--- config.mk ---
export PLATFORM = sky130hd
export DESIGN_NAME = systolic_drain_flat
export DESIGN_NICKNAME = d
export VERILOG_FILES = /design/src/rtl/systolic_pkg.sv /design/src/rtl/systolic_drain_if.sv /design/src/rtl/systolic_drain.sv /design/src/flat_wrapper.sv
export SDC_FILE = /design/constraint.sdc
export NUM_CORES = 1
export LEC_CHECK = 0
export ABC_AREA = 1
export CORE_MARGIN = 2
export CORE_UTILIZATION = 35
export CTS_BUF_LIST = sky130_fd_sc_hd__clkbuf_4 sky130_fd_sc_hd__clkbuf_8 sky130_fd_sc_hd__clkbuf_16
export DETAILED_ROUTE_END_ITERATION = 7
export GPL_TIMING_DRIVEN = 0
export PLACE_DENSITY_LB_ADDON = 0.05
export SLEW_MARGIN = 20
export SYNTH_ARGS = -nofsm -noshare
export SYNTH_HDL_FRONTEND = slang
export SYNTH_SLANG_ARGS = --single-unit
--- constraint.sdc ---
create_clock -name clk -period 15.8 [get_ports clk]
set_input_delay 3.95 -clock clk [delete_from_list [all_inputs] [get_ports clk]]
set_output_delay 3.95 -clock clk [all_outputs]
set_load 0.01 [all_outputs]
--- src/rtl/systolic_pkg.sv ---
// Shared parameters and types for the systolic MAC array and its result drain.
package systolic_pkg;

  localparam int DATA_WIDTH_DEF = 32;
  localparam int N_DEF          = 3;
  localparam int M_DEF          = 3;

  // Width of an element index k for an n x m array (at least one bit)
  function automatic int idx_width(input int n, input int m);
    return (n * m > 1) ? $clog2(n * m) : 1;
  endfunction

  localparam int IDX_W_DEF = idx_width(N_DEF, M_DEF);

  typedef enum logic {
    IDLE   = 1'b0,
    STREAM = 1'b1
  } drain_state_t;

endpackage

--- src/rtl/systolic_drain_if.sv ---
// Valid/ready result stream from the drain to the downstream sink.
interface systolic_drain_if #(
  parameter int DATA_WIDTH = 32,
  parameter int IDX_W      = 4
);

  logic [DATA_WIDTH-1:0] out_data;
  logic                  out_valid;
  logic                  out_ready;
  logic [IDX_W-1:0]      out_index;
  logic                  out_last;

  modport master (
    output out_data,
    output out_valid,
    output out_index,
    output out_last,
    input  out_ready
  );

  modport slave (
    input  out_data,
    input  out_valid,
    input  out_index,
    input  out_last,
    output out_ready
  );

endinterface

--- src/rtl/systolic_drain.sv ---
// Snapshots the N x M accumulator array on load and streams it out row-major.
// The array is free to start the next accumulation as soon as the snapshot is taken.
module systolic_drain
  import systolic_pkg::*;
#(
  parameter int DATA_WIDTH = DATA_WIDTH_DEF,
  parameter int N          = N_DEF,
  parameter int M          = M_DEF
) (
  input  logic                      clk,
  input  logic                      rst,
  input  logic                      load,
  input  logic [N*M*DATA_WIDTH-1:0] c_flat,
  systolic_drain_if.master          out_if,
  output logic                      busy,
  output logic                      overrun
);

  localparam int              NUM_EL = N * M;
  localparam int              IDX_W  = idx_width(N, M);
  localparam logic [IDX_W-1:0] LAST  = IDX_W'(NUM_EL - 1);

  drain_state_t          state_q, state_d;
  logic [IDX_W-1:0]      idx_q, idx_d;
  logic [DATA_WIDTH-1:0] snap_q [NUM_EL];
  logic [DATA_WIDTH-1:0] snap_d [NUM_EL];
  logic                  overrun_q, overrun_d;
  logic                  busy_q, busy_d;
  logic                  out_valid_q, out_valid_d;
  logic [DATA_WIDTH-1:0] out_data_q, out_data_d;
  logic [IDX_W-1:0]      out_index_q, out_index_d;
  logic                  out_last_q, out_last_d;
  logic                  xfer;
  logic                  capture;

  // Next-state logic: capture, advance on transfer, flag dropped loads.
  // Outputs are precomputed from the next state so they can all be registered.
  always_comb begin
    state_d   = state_q;
    idx_d     = idx_q;
    snap_d    = snap_q;
    overrun_d = overrun_q;
    capture   = 1'b0;
    xfer      = (state_q == STREAM) && out_if.out_ready;

    case (state_q)
      IDLE: begin
        if (load) begin
          capture = 1'b1;
          state_d = STREAM;
        end
      end
      STREAM: begin
        if (xfer && idx_q == LAST) begin
          // A load landing on the final transfer is the back-to-back case, not an overrun
          if (load) begin
            capture = 1'b1;
          end else begin
            state_d = IDLE;
            idx_d   = '0;
          end
        end else begin
          if (xfer) idx_d = idx_q + IDX_W'(1);
          if (load) overrun_d = 1'b1;
        end
      end
      default: begin
        state_d = IDLE;
        idx_d   = '0;
      end
    endcase

    if (capture) begin
      idx_d = '0;
      for (int k = 0; k < NUM_EL; k++) begin
        snap_d[k] = c_flat[k*DATA_WIDTH +: DATA_WIDTH];
      end
    end

    busy_d      = (state_d == STREAM);
    out_valid_d = (state_d == STREAM);
    out_data_d  = (state_d == STREAM) ? snap_d[idx_d] : '0;
    out_index_d = (state_d == STREAM) ? idx_d : '0;
    out_last_d  = (state_d == STREAM) && (idx_d == LAST);
  end

  // State, snapshot and registered outputs; reset aborts any drain immediately.
  always_ff @(posedge clk or posedge rst) begin
    if (rst) begin
      state_q     <= IDLE;
      idx_q       <= '0;
      snap_q      <= '{default: '0};
      overrun_q   <= 1'b0;
      busy_q      <= 1'b0;
      out_valid_q <= 1'b0;
      out_data_q  <= '0;
      out_index_q <= '0;
      out_last_q  <= 1'b0;
    end else begin
      state_q     <= state_d;
      idx_q       <= idx_d;
      snap_q      <= snap_d;
      overrun_q   <= overrun_d;
      busy_q      <= busy_d;
      out_valid_q <= out_valid_d;
      out_data_q  <= out_data_d;
      out_index_q <= out_index_d;
      out_last_q  <= out_last_d;
    end
  end

  assign out_if.out_valid = out_valid_q;
  assign out_if.out_data  = out_data_q;
  assign out_if.out_index = out_index_q;
  assign out_if.out_last  = out_last_q;
  assign busy             = busy_q;
  assign overrun          = overrun_q;

endmodule

--- src/flat_wrapper.sv ---
// flat-port wrapper written by rule: the top's interface ports become plain ports
module systolic_drain_flat import systolic_pkg::*;
#(
  parameter int DATA_WIDTH = DATA_WIDTH_DEF,
  parameter int N          = N_DEF,
  parameter int M          = M_DEF
)
  (clk, rst, load, c_flat, busy, overrun, out_if_out_data, out_if_out_valid, out_if_out_index, out_if_out_last, out_if_out_ready);
  systolic_drain_if #(.DATA_WIDTH(DATA_WIDTH), .IDX_W((4))) out_if_i ();
  input  logic clk;
  input  logic rst;
  input  logic load;
  input  logic [N*M*DATA_WIDTH-1:0] c_flat;
  output logic busy;
  output logic overrun;
  output wire logic [$bits(out_if_i.out_data)-1:0] out_if_out_data;
  output wire logic [$bits(out_if_i.out_valid)-1:0] out_if_out_valid;
  output wire logic [$bits(out_if_i.out_index)-1:0] out_if_out_index;
  output wire logic [$bits(out_if_i.out_last)-1:0] out_if_out_last;
  input wire logic [$bits(out_if_i.out_ready)-1:0] out_if_out_ready;
  assign out_if_out_data = out_if_i.out_data;
  assign out_if_out_valid = out_if_i.out_valid;
  assign out_if_out_index = out_if_i.out_index;
  assign out_if_out_last = out_if_i.out_last;
  assign out_if_i.out_ready = out_if_out_ready;
  systolic_drain #(.DATA_WIDTH(DATA_WIDTH), .N(N), .M(M)) u_core (.clk(clk), .rst(rst), .load(load), .c_flat(c_flat), .out_if(out_if_i), .busy(busy), .overrun(overrun));
endmodule
# Word level (Yosys, flattened, before mapping)

Index checks and enable logic that the tools add are counted.
W data, S select, Z words.

Add/sub/neg operators: 1
Magnitude comparators: 1
Eq/ne operators: 2
Multiplexer cells: 16
Bitwise operators: 3
Reduce and logical (&&, ||, !) cells: 4

Operators with widths:

| kind                  | count |
|---|---|
| $mux W288             | 1 |
| $bmux W32 S4          | 1 |
| $mux W32              | 3 |
| $mux W4               | 6 |
| $eq A4 B4 Y1 const B  | 2 |
| $ge A5 B5 Y1 const B  | 1 |
| $not A4 Y5            | 1 |
| $add A4 B1 Y4 const B | 1 |
| $pmux W1 S2           | 2 |
| $logic_and A1 B1 Y1   | 3 |
| $mux W1               | 3 |
| $reduce_and A3 Y1     | 1 |
| $not A1 Y1            | 2 |

Register bits after elaboration: 331
Input port bits: 292
Output and inout port bits: 40
Logic and storage cells: 42

# Longest topological paths before layout

Gate-level depths: netlist of the first run.

Word-level depth: 10
Depth in mapped cells: 18
Gate-level depth less buffers: 16

# Worst setup path before layout of the first run

OpenSTA, ideal clock, no wires.

Path type: input to register
Start point: in load
End point: reg u_core.out_data_q[23] (netlist: u_core.out_if.out_data[23])
Arrival time: 5.381 ns
Data required time: 15.682 ns
Path slack: 10.301 ns
Stages on the path: 13
Buffers on the path: 4
Path through: clkbuf_1 > inv_1 > a21oi_4 > buf_6 > nor2_1 > buf_2 > buf_2 > nor2_1 > nor2_1 > nand2_1 > nand3_1 > nand3_1 > nand2_1

Word-level cells in the longest chain between the ends: 9
Elaborated cells between the ends (all ways): 15
Classes of those cells: 14 x mux; 1 x bitwise

RTL lines:

| item                                         | line                                       | source |
|---|---|---|
| start, declared                              | flat_wrapper.sv:12                         | `input logic load;` |
| $mux W1 or $mux W4 (tied branches)           | systolic_drain.sv:48, systolic_drain.sv:56 |  |
| $mux W1 or $mux W4 (tied branches)           | systolic_drain.sv:54                       | `if (xfer && idx_q == LAST) begin` |
| $pmux W1 S2 or $mux W4 (tied branches)       | systolic_drain.sv:46                       | `case (state_q)` |
| $mux W4                                      | systolic_drain.sv:73                       | `if (capture) begin` |
| $not A4 Y5 (implied by the code)             | systolic_drain.sv:82                       | `out_data_d = (state_d == STREAM) ? snap_d[idx_d] : '0;` |
| $bmux W32 S4                                 | systolic_drain.sv:82                       |  |
| $mux W32 (implied by the code) (2 in series) | systolic_drain.sv:82                       |  |
| $mux W32 *                                   | systolic_drain.sv:82                       |  |
| via u_core.out_data_d[23]                    | systolic_drain.sv:30                       | `logic [DATA_WIDTH-1:0] out_data_q, out_data_d;` |
| end signal, assigned                         | systolic_drain.sv:106                      | `out_data_q <= out_data_d;` |
| end, declared                                | systolic_drain.sv:30                       |  |

Mark *: on every way through the listed nets, which the timed path passes. The rest lies on a longest branch. The select of a mux whose other input is x is not followed.
A chain may end at the register's enable or synchronous reset.

# Worst setup path after layout of the first run

Start point: in out_if_out_ready
End point: reg u_core.out_data_q[19] (netlist: u_core.out_if.out_data[19])

Word-level cells in the longest chain between the ends: 10
Elaborated cells between the ends (all ways): 16
Classes of those cells: 13 x mux; 1 x bitwise; 2 x reduce/logical

RTL lines:

| item                                           | line                                       | source |
|---|---|---|
| start, declared                                | flat_wrapper.sv:20                         | `input wire logic [$bits(out_if_i.out_ready)-1:0] out_if_out_ready;` |
| $logic_and A1 B1 Y1 *                          | systolic_drain.sv:44                       | `xfer = (state_q == STREAM) && out_if.out_ready;` |
| $logic_and A1 B1 Y1 or $mux W4 (tied branches) | systolic_drain.sv:54, systolic_drain.sv:63 |  |
| $mux W1 or $mux W4 (tied branches)             | systolic_drain.sv:54                       |  |
| $pmux W1 S2 or $mux W4 (tied branches)         | systolic_drain.sv:46                       |  |
| $mux W4                                        | systolic_drain.sv:73                       |  |
| $not A4 Y5 (implied by the code)               | systolic_drain.sv:82                       |  |
| $bmux W32 S4                                   | systolic_drain.sv:82                       |  |
| $mux W32 (implied by the code) (2 in series)   | systolic_drain.sv:82                       |  |
| $mux W32 *                                     | systolic_drain.sv:82                       |  |
| via u_core.out_data_d[19]                      | systolic_drain.sv:30                       |  |

Marks and branches as above.

==> results.txt, run 1 <==
Critical path launch point type: primary input
Via-to-Cell Ratio: 4.67
Cell area after layout: 21200 µm²
Synth top area cells: dfrtp_1 (52%), nand2_1 (24%), nand3_1 (6.9%)
Syn Nets: 2390
Top cell by count, worst path: nand2_1
Die area: 47000 µm²
Commonest cells after routing, fill and taps aside: nand2_1 (998), dfrtp_1 (331), clkdlybuf4s50_1 (330)
Syn. warnings: 0
Die span in y: 217 µm
Max cap viols: 0
Hold Vio Cnt, Final: 0
Initial Util: 0.357
Layout net count: 2764
RSZ-0062 raised after global routing: false
Crit path DAT: 6.91 ns
P_leak: 11.0 nW
Post-Synthesis Cells: 2096
Initial antenna violation count: 4
PostCTS Resize Cnt: 0
Dpl cells: 3021
Post-Route WL: 58.8 mm
CTS Buf Count: 39
Area delta synth->final: 34.1%
CP Max Fanout: 10
Cell area after synthesis: 15800 µm²
DP Wirelength: 44.8 mm
Synth Flop Type: dfrtp_1
PD cells: 203 nW/µm²
Core area: 44400 µm²
Root Driver: clkbuf_16
TritonCTS clock tree: done
Relative slew slack: 0.465
I/O Buffers: 330
WHS: 0.471 ns
Avg Cell Area, Syn: 7.56 µm²
Unique cell type count in the Yosys netlist: 33
Area after DPL: 20000 µm²
Die X-Extent: 217 µm
Max stage delay on crit path: 0.58 ns
Commonest non-fill, non-tap cell in the layout: nand2_1
GRT overflow: 0
Outcome: finished clean
Antenna diodes: 0
CTS H-tree lvls: 2
First-pass GRT wire length: 88.1 mm
Layout cell share with drive strength beyond 1: 0.0670
Cells along the critical path: clkdlybuf4s50_1 > nand2_2 > inv_2 > nand2_4 > nand2_2 > nand2_2 > buf_2 > clkbuf_1 > nand2_1 > o211ai_1 > nand2_1 > nand2_1 > nand3_1 > nand2_1 > nand2_1 > nand2_1
CTS Buffer Depth: 3
Antenna-violating nets left: 0
Setup repair bufs after CTS: 0
# IOs: 332
Hold-fix buffers at CTS: 0
CP top delay family: buffers and inverters
Clock transition at path regs: 0.06 ns
Drt drc: 0
Yosys reg bits: 331
Final clock skew: 0.0117 ns
All-layer global routing usage: 0.251
Place WS: 8.80 ns
Critical Path End Type: register
Number of synthesized flops with an enable pin: 0
Final Max Tran Viols: 0
DR vias: 14400
Vias in the first global route: 14600
Final worst setup slack: 9.38 ns
Worst path bufs/invs: 4
Highest clock rate: 156 MHz
Largest net degree at the start of global routing: 100
Worst EP required: 16.29 ns
Worst-Skew Late Latency: 0.55 ns
Final TNS setup: 0 ns
Post-route clock period utilization: 0.406
Peak VDD IR: 82.4 µV
WL/cell: 19.1 µm
Slowest-stage cell, CP: clkbuf_1
Final std cells w/o fill: 3086
Ys async rst share: 1.00
WS Path Type: in2reg
Number of DRC markers in iteration 0: 1049
Synth top area share: 0.523
RePlAce Congestion: 0.859
Final setup viols: 0
HP Class: reg2reg
Synth area leader: dfrtp_1
Tmin final: 6.42 ns
Rows: 77
Worst Max-Slew Pin Slew: 0.802 ns
Register area share after synthesis: 0.523
DRT Pass-1 Iters: 5
Sink Count: 331
state kept, by name, summed over array words and instances, names as in the netlist:
| signal | flops |
|---|---|
| u_core.idx_q | 4 |
| u_core.overrun | 1 |
| u_core.out_if.out_data | 32 |
| u_core.state_q | 1 |
| u_core.snap_q | 288 |
| u_core.out_if.out_index | 4 |
| u_core.out_if.out_last | 1 |
tightest hold or removal path: stages, from the launching register on:
cell     delay (ns)
dfrtp_1        0.32
nand2_1        0.05
nand2_1        0.06
cell usage after synthesis, types with 2 or more instances:
master,n
o21a_1,28
buf_2,49
o21ai_1,16
nand3_1,217
nand3b_1,30
clkinv_1,2
inv_2,3
dfrtp_1,331
o21ai_0,35
nand2_1,998
or2_2,11
nor2_1,39
a21oi_1,2
o31ai_1,9
nor2_2,2
clkbuf_1,43
nand4_1,4
nor2_4,2
nand2_2,5
o211ai_1,10
ha_1,2
buf_1,10
inv_1,218
buf_6,5
buf_4,17
layer usage:
metal,vias to the layer above,share of wire,wire (µm),track usage
met3,84,0.053,3110,0.0377
met4,8,0.025,1490,0.0740
met2,363,0.47,27800,0.420
met5,-,0.00087,51,0
li1,7168,-,-,-
met1,6783,0.45,26400,0.337
metrics by stage:
step	util	power [mW]
after floorplan	-	2.64
after global routing	0.478	4.64
after global placement	0.448	3.41
after CTS	0.478	4.35
after detailed placement	0.450	3.43
final	0.478	4.32
power breakdown:
part	internal, mW	switching, mW	total, mW
Combinational	0.697	1.34	2.03
Sequential	1.27	0.125	1.39
Clock	0.538	0.358	0.895
Total	2.50	1.82	4.32
area by class of cell:
class	count	area (µm²)
buffer	124	628
clock buffer	62	1250
clock inverter	3	18.8
fill	4477	23200
inverter	223	845
multi-input combinational	1418	6090
sequential	331	8280
tap	592	741
timing repair buffer	333	3390
kinds of logic after synthesis:
group | after synthesis | synth area share
buffers and inverters | 347 | 0.0925
AOI/OAI and AO/OA | 103 | 0.0410
xor gates and xnor gates | 1 | 0.000553
adders and majority gates | 2 | 0.00158
DFF | 331 | 0.523
and+or+nand+nor | 1312 | 0.342
final timing paths:
| path | to | depth (start not counted) | start | slack, ns |
|---|---|---|---|---|
| setup / recovery | u_core.out_if.out_data[19]$_DFF_PP0_ | 16 | out_if_out_ready | 9.38 |
| hold / removal | u_core.snap_q[48]$_DFF_PP0_ | 2 | u_core.snap_q[48]$_DFF_PP0_ | 0.47 |
| setup reg to reg | u_core.out_if.out_data[19]$_DFF_PP0_ | 17 | u_core.idx_q[0]$_DFF_PP0_ | 12.54 |
| hold reg to reg | u_core.snap_q[48]$_DFF_PP0_ | 2 | u_core.snap_q[48]$_DFF_PP0_ | 0.47 |
| max in group asynchronous | u_core.snap_q[20]$_DFF_PP0_ | 4 | rst | 10.69 |
| min in group asynchronous | u_core.snap_q[43]$_DFF_PP0_ | 2 | rst | 3.86 |
No activity file was read; power rests on OpenSTA's default activity.
==> run 2, diff against run 1 <==
- clock period: 15.8 -> 6.6 ns (I/O delays scaled with it)
==> run 2 against run 1 <==
Flip-flop and latch count did not move. Routed wire length grew 0.80%. Non-clock buffer count rose by 9. Design area up 1.8%. Combinational power increased by 140%. Worst setup slack lost 7.0 ns. Final cell count rose by 0.58%. Largest cell class unchanged.
==> results.txt, run 2 (synthesis results as in run 1) <==
Initial Util: 0.357 (unchanged)
Largest Register: u_core.snap_q
Fin util: 0.487 (+0.00856)
Die X-Extent: 217 µm (unchanged)
Worst EP required: 7.10 ns (-9.19 ns)
Commonest cells after routing, fill and taps aside: nand2_1 (998), dfrtp_1 (331), clkdlybuf4s50_1 (330)
Post-route clock period utilization: 0.636
Rows: 77 (unchanged)
CTS Buffer Depth: 3 (unchanged)
DR vias: 14500 (+0.90%)
Largest net degree at the start of global routing: 35 (-65%)
Vias in the first global route: 14900 (+2.2%)
Max reg flops: 288 (unchanged)
Hold path cells: 2 (unchanged)
Antenna-violating nets left: 0 (unchanged)
Number of DRC markers in iteration 0: 1011 (-3.6%)
RePlAce Congestion: 0.840 (-2.3%)
Highest clock rate: 238 MHz
CTS H-tree lvls: 2 (unchanged)
All-layer global routing usage: 0.254 (+0.00355)
Hold path start: u_core.snap_q[58]$_DFF_PP0_
TritonCTS clock tree: done
CTS Buf Count: 40 (+2.6%)
Max cap viols: 0 (unchanged)
RSZ-0062 raised after global routing: false
WL/cell: 19.1 µm (+0.22%)
Worst-Skew Late Latency: 0.56 ns (about the same)
Die area: 47000 µm² (unchanged)
# IOs: 332 (unchanged)
Area delta synth->final: 36.5%
Final setup viols: 0 (unchanged)
Clock transition at path regs: 0.06 ns (about the same)
Commonest non-fill, non-tap cell in the layout: nand2_1
Sink Count: 331 (unchanged)
Crit path DAT: 4.69 ns (-2.22 ns)
Outcome: finished clean
Initial antenna violation count: 4 (unchanged)
GRT overflow: 0 (unchanged)
Root Driver: clkbuf_16
First-pass GRT wire length: 89.4 mm (+1.4%)
Reg2reg path depth: 17 (unchanged)
Worst r2r src: u_core.idx_q[0]$_DFF_PP0_
I/O Buffers: 330 (unchanged)
Worst Max-Slew Pin Slew: 0.776 ns (-0.0265 ns)
Drt drc: 0 (unchanged)
DRT Pass-1 Iters: 5 (unchanged)
Setup repair bufs after CTS: 0 (unchanged)
P_leak: 11.2 nW (+1.5%)
Hold-fix buffers at CTS: 0 (unchanged)
Relative slew slack: 0.483 (+0.0177)
Post-Route WL: 59.3 mm (+0.80%)
Final clock skew: 0.0140 ns (+0.00225 ns)
CP Max Fanout: 10 (unchanged)
Layout cell share with drive strength beyond 1: 0.0733 (+0.00632)
Worst reg2reg path endpoint: u_core.out_if.out_data[19]$_DFF_PP0_
Peak VDD IR: 219 µV (+170%)
WS Path Type: in2reg
DP Wirelength: 45.8 mm (+2.2%)
Tmin final: 4.20 ns
Final Max Tran Viols: 0 (unchanged)
R2r setup slk: 3.28 ns (-9.26 ns)
Final std cells w/o fill: 3104 (+0.58%)
Core area: 44400 µm² (unchanged)
Layout net count: 2774 (+0.36%)
Hold EP: u_core.snap_q[58]$_DFF_PP0_
Critical Path End Type: register
Via-to-Cell Ratio: 4.68 (+0.32%)
PD cells: 493 nW/µm² (+140%)
HP Class: reg2reg
PostCTS Resize Cnt: 0 (unchanged)
Die span in y: 217 µm (unchanged)
Hold Vio Cnt, Final: 0 (unchanged)
Dpl cells: 3030 (+0.30%)
Critical path launch point type: primary input
[run 2: cell count changes in the layout (fill, tap and decap cells not counted), sizes merged, moves of 3 or more]
cell and change:
buf +9, bufinv +7, clkbuf -6, clkinv +3, clkinvlp +3
[run 2: layout make-up]
cell class                 count  area (µm²)
multi-input combinational   1418        6090
fill                        4435       22800
clock buffer                  56        1200
clock inverter                17         273
inverter                     223         841
sequential                   331        8280
timing repair buffer         342        3560
tap                          592         741
antenna                        1        2.50
buffer                       124         628
[run 2: where the power goes]
group,switching (mW),total [mW],leakage [nW],internal (mW)
logic,3.20,4.87,6.44,1.68
clock network,0.908,2.45,0.732,1.55
registers,0.299,3.33,4.04,3.03
[run 2: worst max path at each step]
stage                                                 endpoint  slack [ns]              from
after floorplan                      u_core.idx_q[0]$_DFF_PP0_        0.53               rst
after global placement    u_core.out_if.out_data[24]$_DFF_PP0_       -2.10               rst
after detailed placement  u_core.out_if.out_data[19]$_DFF_PP0_        1.86  out_if_out_ready
after CTS                 u_core.out_if.out_data[19]$_DFF_PP0_        2.44  out_if_out_ready
after global routing      u_core.out_if.out_data[19]$_DFF_PP0_        2.19  out_if_out_ready
final                     u_core.out_if.out_data[19]$_DFF_PP0_        2.40  out_if_out_ready
[run 2: critical path, cell delays in order]
cell and delay [ns]:
clkdlybuf4s50_1 0.45, nand2_2 0.12, inv_2 0.09, nand2_4 0.12, nand2_2 0.15, nand2_2 0.23
buf_2 0.35, clkbuf_1 0.62, nand2_1 0.17, o211ai_1 0.19, nand2_1 0.09, nand2_1 0.07
nand3_1 0.08, nand2_1 0.13, nand2_1 0.09, nand2_1 0.09
[run 2: through the flow]
stage | setup TNS (ns) | setup WS [ns] | instance area, µm² | power [mW] | hold WS [ns]
6_report | 0 | 2.40 | 21600 | 10.7 | 0.464
5_1_grt | 0 | 2.19 | 21600 | 11.5 | 0.483
4_1_cts | 0 | 2.44 | 21600 | 10.7 | 0.472
3_5_place_dp | 0 | 1.86 | 20100 | 8.23 | 0.459
3_3_place_gp | -679.99 | -2.10 | 19900 | 8.16 | 0.455
2_1_floorplan | 0 | 0.529 | 15800 | 6.33 | 0.437
[run 2: per-layer routing]
layer	GRT usage	share of wire
met5	0	0.00067
met4	0.0756	0.025
met3	0.0414	0.056
met1	0.342	0.44
met2	0.423	0.47
==> RTL edit 1, RTL diff (config.mk and constraints of run 1) <==
`DATA_WIDTH_DEF`: 32 -> 48.
--- a/src/rtl/systolic_pkg.sv
+++ b/src/rtl/systolic_pkg.sv
@@ -1,7 +1,7 @@
 // Shared parameters and types for the systolic MAC array and its result drain.
 package systolic_pkg;
 
-  localparam int DATA_WIDTH_DEF = 32;
+  localparam int DATA_WIDTH_DEF = 48;
   localparam int N_DEF          = 3;
   localparam int M_DEF          = 3;
 
Ports: changed (resized c_flat and out_if_out_data); port bits go from 332 to 492. The function was not compared with the original's and may differ.
==> RTL edit 1 against run 1 <==
- total power rose by 49%
- first-iteration DRC count increased by 62%
- area after synthesis increased by 47%
- setup slack lost 0.21 ns
- clock power grew 43%
- sequential cell count up 160
- register-to-register slack got worse by 0.27 ns
- routed wire length up 68%
- cell area increased by 48%
- critical endpoint is now u_core.snap_q[246]
- highest routed layer unchanged
==> RTL edit 1: results (changes against run 1) <==
Setup Buffers After CTS 0 (unchanged); GRT Total Usage 28.5% (was 25.1%); Slew HR 36.5% (was 46.5%); Clock Tree Buf Depth 3 (unchanged); Vias per Instance 4.83 (was 4.67); CP max FO 11 (was 10); nets 4149 (was 2764); slowest stage delay, CP 0.77 ns (was 0.58 ns); DP HPWL 78.3 mm (was 44.8 mm); # DRC 0 (unchanged); DRT iter0 DRCs 1704 (was 1049); end point of the critical path u_core.snap_q[246] (was u_core.out_if.out_data[19]); GP Congestion 0.916 (was 0.859); Crit path arrival time 7.18 ns (was 6.91 ns); vias in the first global route 22300 (was 14600); top post-synthesis cells by area dfrtp_1, nand2_1, inv_1 (was dfrtp_1, nand2_1, nand3_1); Worst Reg-to-Reg Cells 12 (was 17); Max VDD drop 0.0000965 V (was 0.0000824 V); syn nets 3583 (was 2390); run status completed (unchanged); latest clock arrival within the worst-skew pair 0.61 ns (was 0.55 ns); Leak Pwr 16.2 nW (was 11.0 nW); Ys Warns 0 (unchanged); DR pass1 iterations 5 (unchanged); initial antenna violation count 4 (unchanged); Crit path max-delay family buffers and inverters (unchanged); largest net degree at the start of global routing 35 (was 100); Layout fillers 6587 (was 4477); Crit-path slowest cell a21oi_2 (was clkbuf_1); CTS buffer count 57 (was 39); ys flop type dfrtp_1 (unchanged); first-pass GRT wire length 141 mm (was 88.1 mm); ys async rst share 100% (unchanged); top post-synthesis cells by count nand2_1, dfrtp_1, inv_1, nand3_1, o21ai_0 (was nand2_1, dfrtp_1, inv_1, nand3_1, buf_2); layout cells sized above 1 6.40% (was 6.70%); Clock Skew 0.0120 ns (was 0.0117 ns); Worst-path clk slew 0.06 ns (about the same); Unique masters post-synth 24 (was 33); Largest register FFs 432 (was 288); Critical Path Source out_if_out_ready (unchanged); Seq/Total Area, Yosys 52.8% (was 52.3%); PortBufs 490 (was 330); reg2reg setup slack 12.27 ns (was 12.54 ns); H-tree levels 2 (unchanged); Routed WL 98.6 mm (was 58.8 mm)
-- RTL edit 1: area by class of cell --
cell class | instances | area [sq um] | share of cell area, %
Multi-Input combinational cell | 2086 | 8670 | 27.6
Clock buffer | 90 | 1760 | 5.61
Buffer | 185 | 852 | 2.71
Antenna cell | 5 | 12.5 | 0.0399
Inverter | 383 | 1440 | 4.59
Timing Repair Buffer | 507 | 5250 | 16.7
Sequential cell | 491 | 12300 | 39.1
Clock inverter | 6 | 33.8 | 0.108
Tap cell | 864 | 1080 | 3.44
-- RTL edit 1: stage by stage --
stage	hold WS, ns	cells	cell area (sq um)	setup slack, ns
floorplan	0.437	3145	23300	5.19
global placement	0.452	4499	29200	1.68
detailed placement	0.455	4516	29600	8.61
CTS	0.470	4612	31400	9.24
global route	0.488	4613	31400	9.04
finish	0.468	4617	31400	9.17
-- RTL edit 1: worst min-delay path by stage --
stage                       start                  to  slack, ns  depth (start not counted)
3_3_place_gp    u_core.snap_q[89]   u_core.snap_q[89]       0.45                          2
3_5_place_dp   u_core.snap_q[332]  u_core.snap_q[332]       0.46                          2
4_1_cts        u_core.snap_q[332]  u_core.snap_q[332]       0.47                          2
6_report       u_core.snap_q[417]  u_core.snap_q[417]       0.47                          2
2_1_floorplan   u_core.snap_q[89]   u_core.snap_q[89]       0.44                          2
5_1_grt        u_core.snap_q[401]  u_core.snap_q[401]       0.49                          2
-- RTL edit 1: where the power goes --
| group | leakage, nW | switching (W) | internal [W] |
|---|---|---|---|
| Sequential | 5.82 | 0.000228 | 0.00185 |
| Combinational | 9.49 | 0.00209 | 0.000988 |
| Clock | 0.914 | 0.000529 | 0.000755 |
-- RTL edit 1: cell families after synthesis --
kind of cell	share of synthesized area [%]
and+or+nand+nor	32.7
buffers and inverters	9.85
DFF	52.8
AOI/OAI and AO/OA	4.46
xor gates and xnor gates	0.0754
adders and majority gates	0.108
-- RTL edit 1: metal layers --
metal  track usage, %  vias to the layer above  wire length, um
met5                0                        -               25
met4             8.41                        4             2640
met3             5.51                      143             7280
met2             46.0                      814            45800
met1             38.9                    10700            42900
li1                 -                    10600                -
-- RTL edit 1: worst reg2reg max path: cells and delay by family, from the launching register on --
kind,cells,cell delay (ns)
buffers and inverters,5,1.52
AOI/OAI and AO/OA,1,0.77
and+or+nand+nor,5,0.55
DFF,1,0.45
adders and majority gates,1,0.18
==> RTL edit 2, RTL diff (settings of run 1) <==
Made on the original files. Make the reset (`rst`) synchronous in one clocked block.
--- a/src/rtl/systolic_drain.sv
+++ b/src/rtl/systolic_drain.sv
@@ -85,7 +85,7 @@
   end
 
   // State, snapshot and registered outputs; reset aborts any drain immediately.
-  always_ff @(posedge clk or posedge rst) begin
+  always_ff @(posedge clk) begin
     if (rst) begin
       state_q     <= IDLE;
       idx_q       <= '0;
Function: differs if rst is asserted again (counterexample within 4 cycles, from zero or initial values and one cycle with rst high); with rst held inactive, the same outputs for 4 cycles.
==> RTL edit 2 against run 1 <==
- utilization decreased by 0.90 points
- routed wire length is 15% higher
- setup slack got worse by 0.78 ns
- sequential cell count unchanged
- largest cell class is now multi-input combinational cells
- first-iteration DRC count grew 20%
- synthesized cell count grew 20%
- area after synthesis up 3.0%
- cell area up 2.2%
- worst hold slack improved by 0.0025 ns
- non-clock buffer count is 47 higher
- sequential share of layout area shrank 8.5 points
- critical path type unchanged
Power is not compared: it rests on default switching activity, and its combinational part moved more than twofold at a synthesized area within 25%.
==> RTL edit 2: results (changes against run 1) <==
run status completed (unchanged); layout cells sized above 1 6.67% (was 6.70%); Synth Area in Adders 0.153% (was 0.158%); CTS buffer count 40 (was 39); pre-CTS setup slack 8.15 ns (was 8.80 ns); Layout fillers 4860 (was 4477); Synth Area in XOR/XNOR 0.0537% (was 0.0553%); Largest register FFs 288 (unchanged); DRT iter0 DRCs 1260 (was 1049); reg2reg setup slack 12.46 ns (was 12.54 ns); DP HPWL 52.9 mm (was 44.8 mm); Seq/Total Area, Yosys 40.6% (was 52.3%); initial antenna violation count 0 (was 4); Max VDD drop 0.0000762 V; Setup Buffers After CTS 0 (unchanged); GRT Total Usage 27.7% (was 25.1%); Synth Area in Compound Gates 2.74% (was 4.10%); Clock Skew 0.0201 ns (was 0.0117 ns); post-synthesis mux area share 0% (unchanged); DR pass1 iterations 5 (unchanged); Ys Warns 0 (unchanged); Crit path arrival time 7.63 ns (was 6.91 ns); largest net degree at the start of global routing 12 (was 100); GP Congestion 0.955 (was 0.859); Slew HR 23.0% (was 46.5%); routed len/inst 19.2 um (was 19.1 um); Top reg by flops u_core.snap_q (unchanged); syn nets 2808 (was 2390); ys flop type dfxtp_1 (was dfrtp_1); Vias per Instance 4.78 (was 4.67); top post-synthesis cells by count nand2_1, dfxtp_1, inv_1, nor2_1, nand3_1 (was nand2_1, dfrtp_1, inv_1, nand3_1, buf_2); final worst path period share 45.6% (was 40.6%); CTS resizes 0 (unchanged); H-tree levels 2 (unchanged); latest clock arrival within the worst-skew pair 0.55 ns (about the same); CTS Root Cell clkbuf_16 (unchanged); Ant. Diodes 0 (unchanged); CP max FO 10 (unchanged); Leak Pwr 10.4 nW; Unique masters post-synth 24 (was 33); nets 3180 (was 2764); top post-synthesis cells by area dfxtp_1, nand2_1, nand3b_1 (was dfrtp_1, nand2_1, nand3_1); ys async rst share 0% (was 100%); Clock Tree Buf Depth 3 (unchanged); PortBufs 330 (unchanged); vias in the first global route 16100 (was 14600); first-pass GRT wire length 97.9 mm (was 88.1 mm); post-route ant nets 0 (unchanged); Hold/Removal Path Class flop to flop (unchanged); Worst-path clk slew 0.06 ns (about the same)
-- RTL edit 2: cell types whose count changed after synthesis, moves of 10 or more --
cell             run 1  this run
buf_2               49        84
nand2_1            998       809
nor2_1              39       299
o211ai_1            10         0
nand3b_1            30       192
dfxtp_1              0       331
dfrtp_1            331         0
buf_4               17         1
o21ai_1             16         0
or2_2               11        33
nand3_1            217       263
inv_1              218       329
clkbuf_1            43        79
-- RTL edit 2: final timing paths --
kind                                                    to       startpoint  cells after the start
worst max-delay path            u_core.out_if.out_data[12]             load                     11
worst min-delay path                        u_core.overrun   u_core.overrun                      1
worst max register to register  u_core.out_if.out_data[13]  u_core.idx_q[0]                     14
worst min register to register              u_core.overrun   u_core.overrun                      1
-- RTL edit 2: final cells by class --
cell class / count / share of cell area, %
well taps: 607 / 3.50
inverters: 330 / 5.71
flip-flops and latches: 331 / 30.5
clock inverters: 6 / 0.386
repair buffers: 330 / 15.2
clock buffers: 58 / 5.72
multi-input cells: 1679 / 35.4
plain buffers: 174 / 3.51
-- RTL edit 2: where the power goes --
part           internal (W)  switching (W)
sequential         0.000903      0.0000176
combinational      0.000200       0.000319
clock              0.000572       0.000365
-- RTL edit 2: worst max-delay path: stages --
cell             delay [ns]
clkdlybuf4s50_1        0.55
clkbuf_1               0.65
clkbuf_1               0.75
clkbuf_1               0.53
nand3b_1               0.23
nand2_1                0.16
nand2_1                0.06
nand3_1                0.13
nand3_1                0.26
nand3_1                0.26
nand2_1                0.08
-- RTL edit 2: per-layer routing --
metal  GRT usage, %  vias to the layer above  part of all wire, %
li1               -                     8391                    -
met1           35.2                     7772                   43
met2           46.9                      522                   47
met3           3.71                      115                  5.9
met4           11.6                        0                  4.2
met5              0                        -                    0
-- RTL edit 2: cells by family (layout without fill, tap and decap cells) --
| logic type | after synthesis | in the layout |
|---|---|---|
| AOI/OAI and AO/OA | 71 | 71 |
| xor gates and xnor gates | 1 | 1 |
| adders and majority gates | 2 | 2 |
| buffers and inverters | 504 | 898 |
| DFF | 331 | 331 |
| and+or+nand+nor | 1605 | 1605 |
-- RTL edit 2: metrics by stage --
step	power (W)	area (sq um)	cells	hold slack, ns
floorplan	0.00121	16300	2514	0.497
global placement	0.00144	20400	3451	0.462
detailed placement	0.00145	20400	3451	0.467
CTS	0.00239	21700	3515	0.480
global route	0.00248	21700	3515	0.517
finish	0.00238	21700	3515	0.474
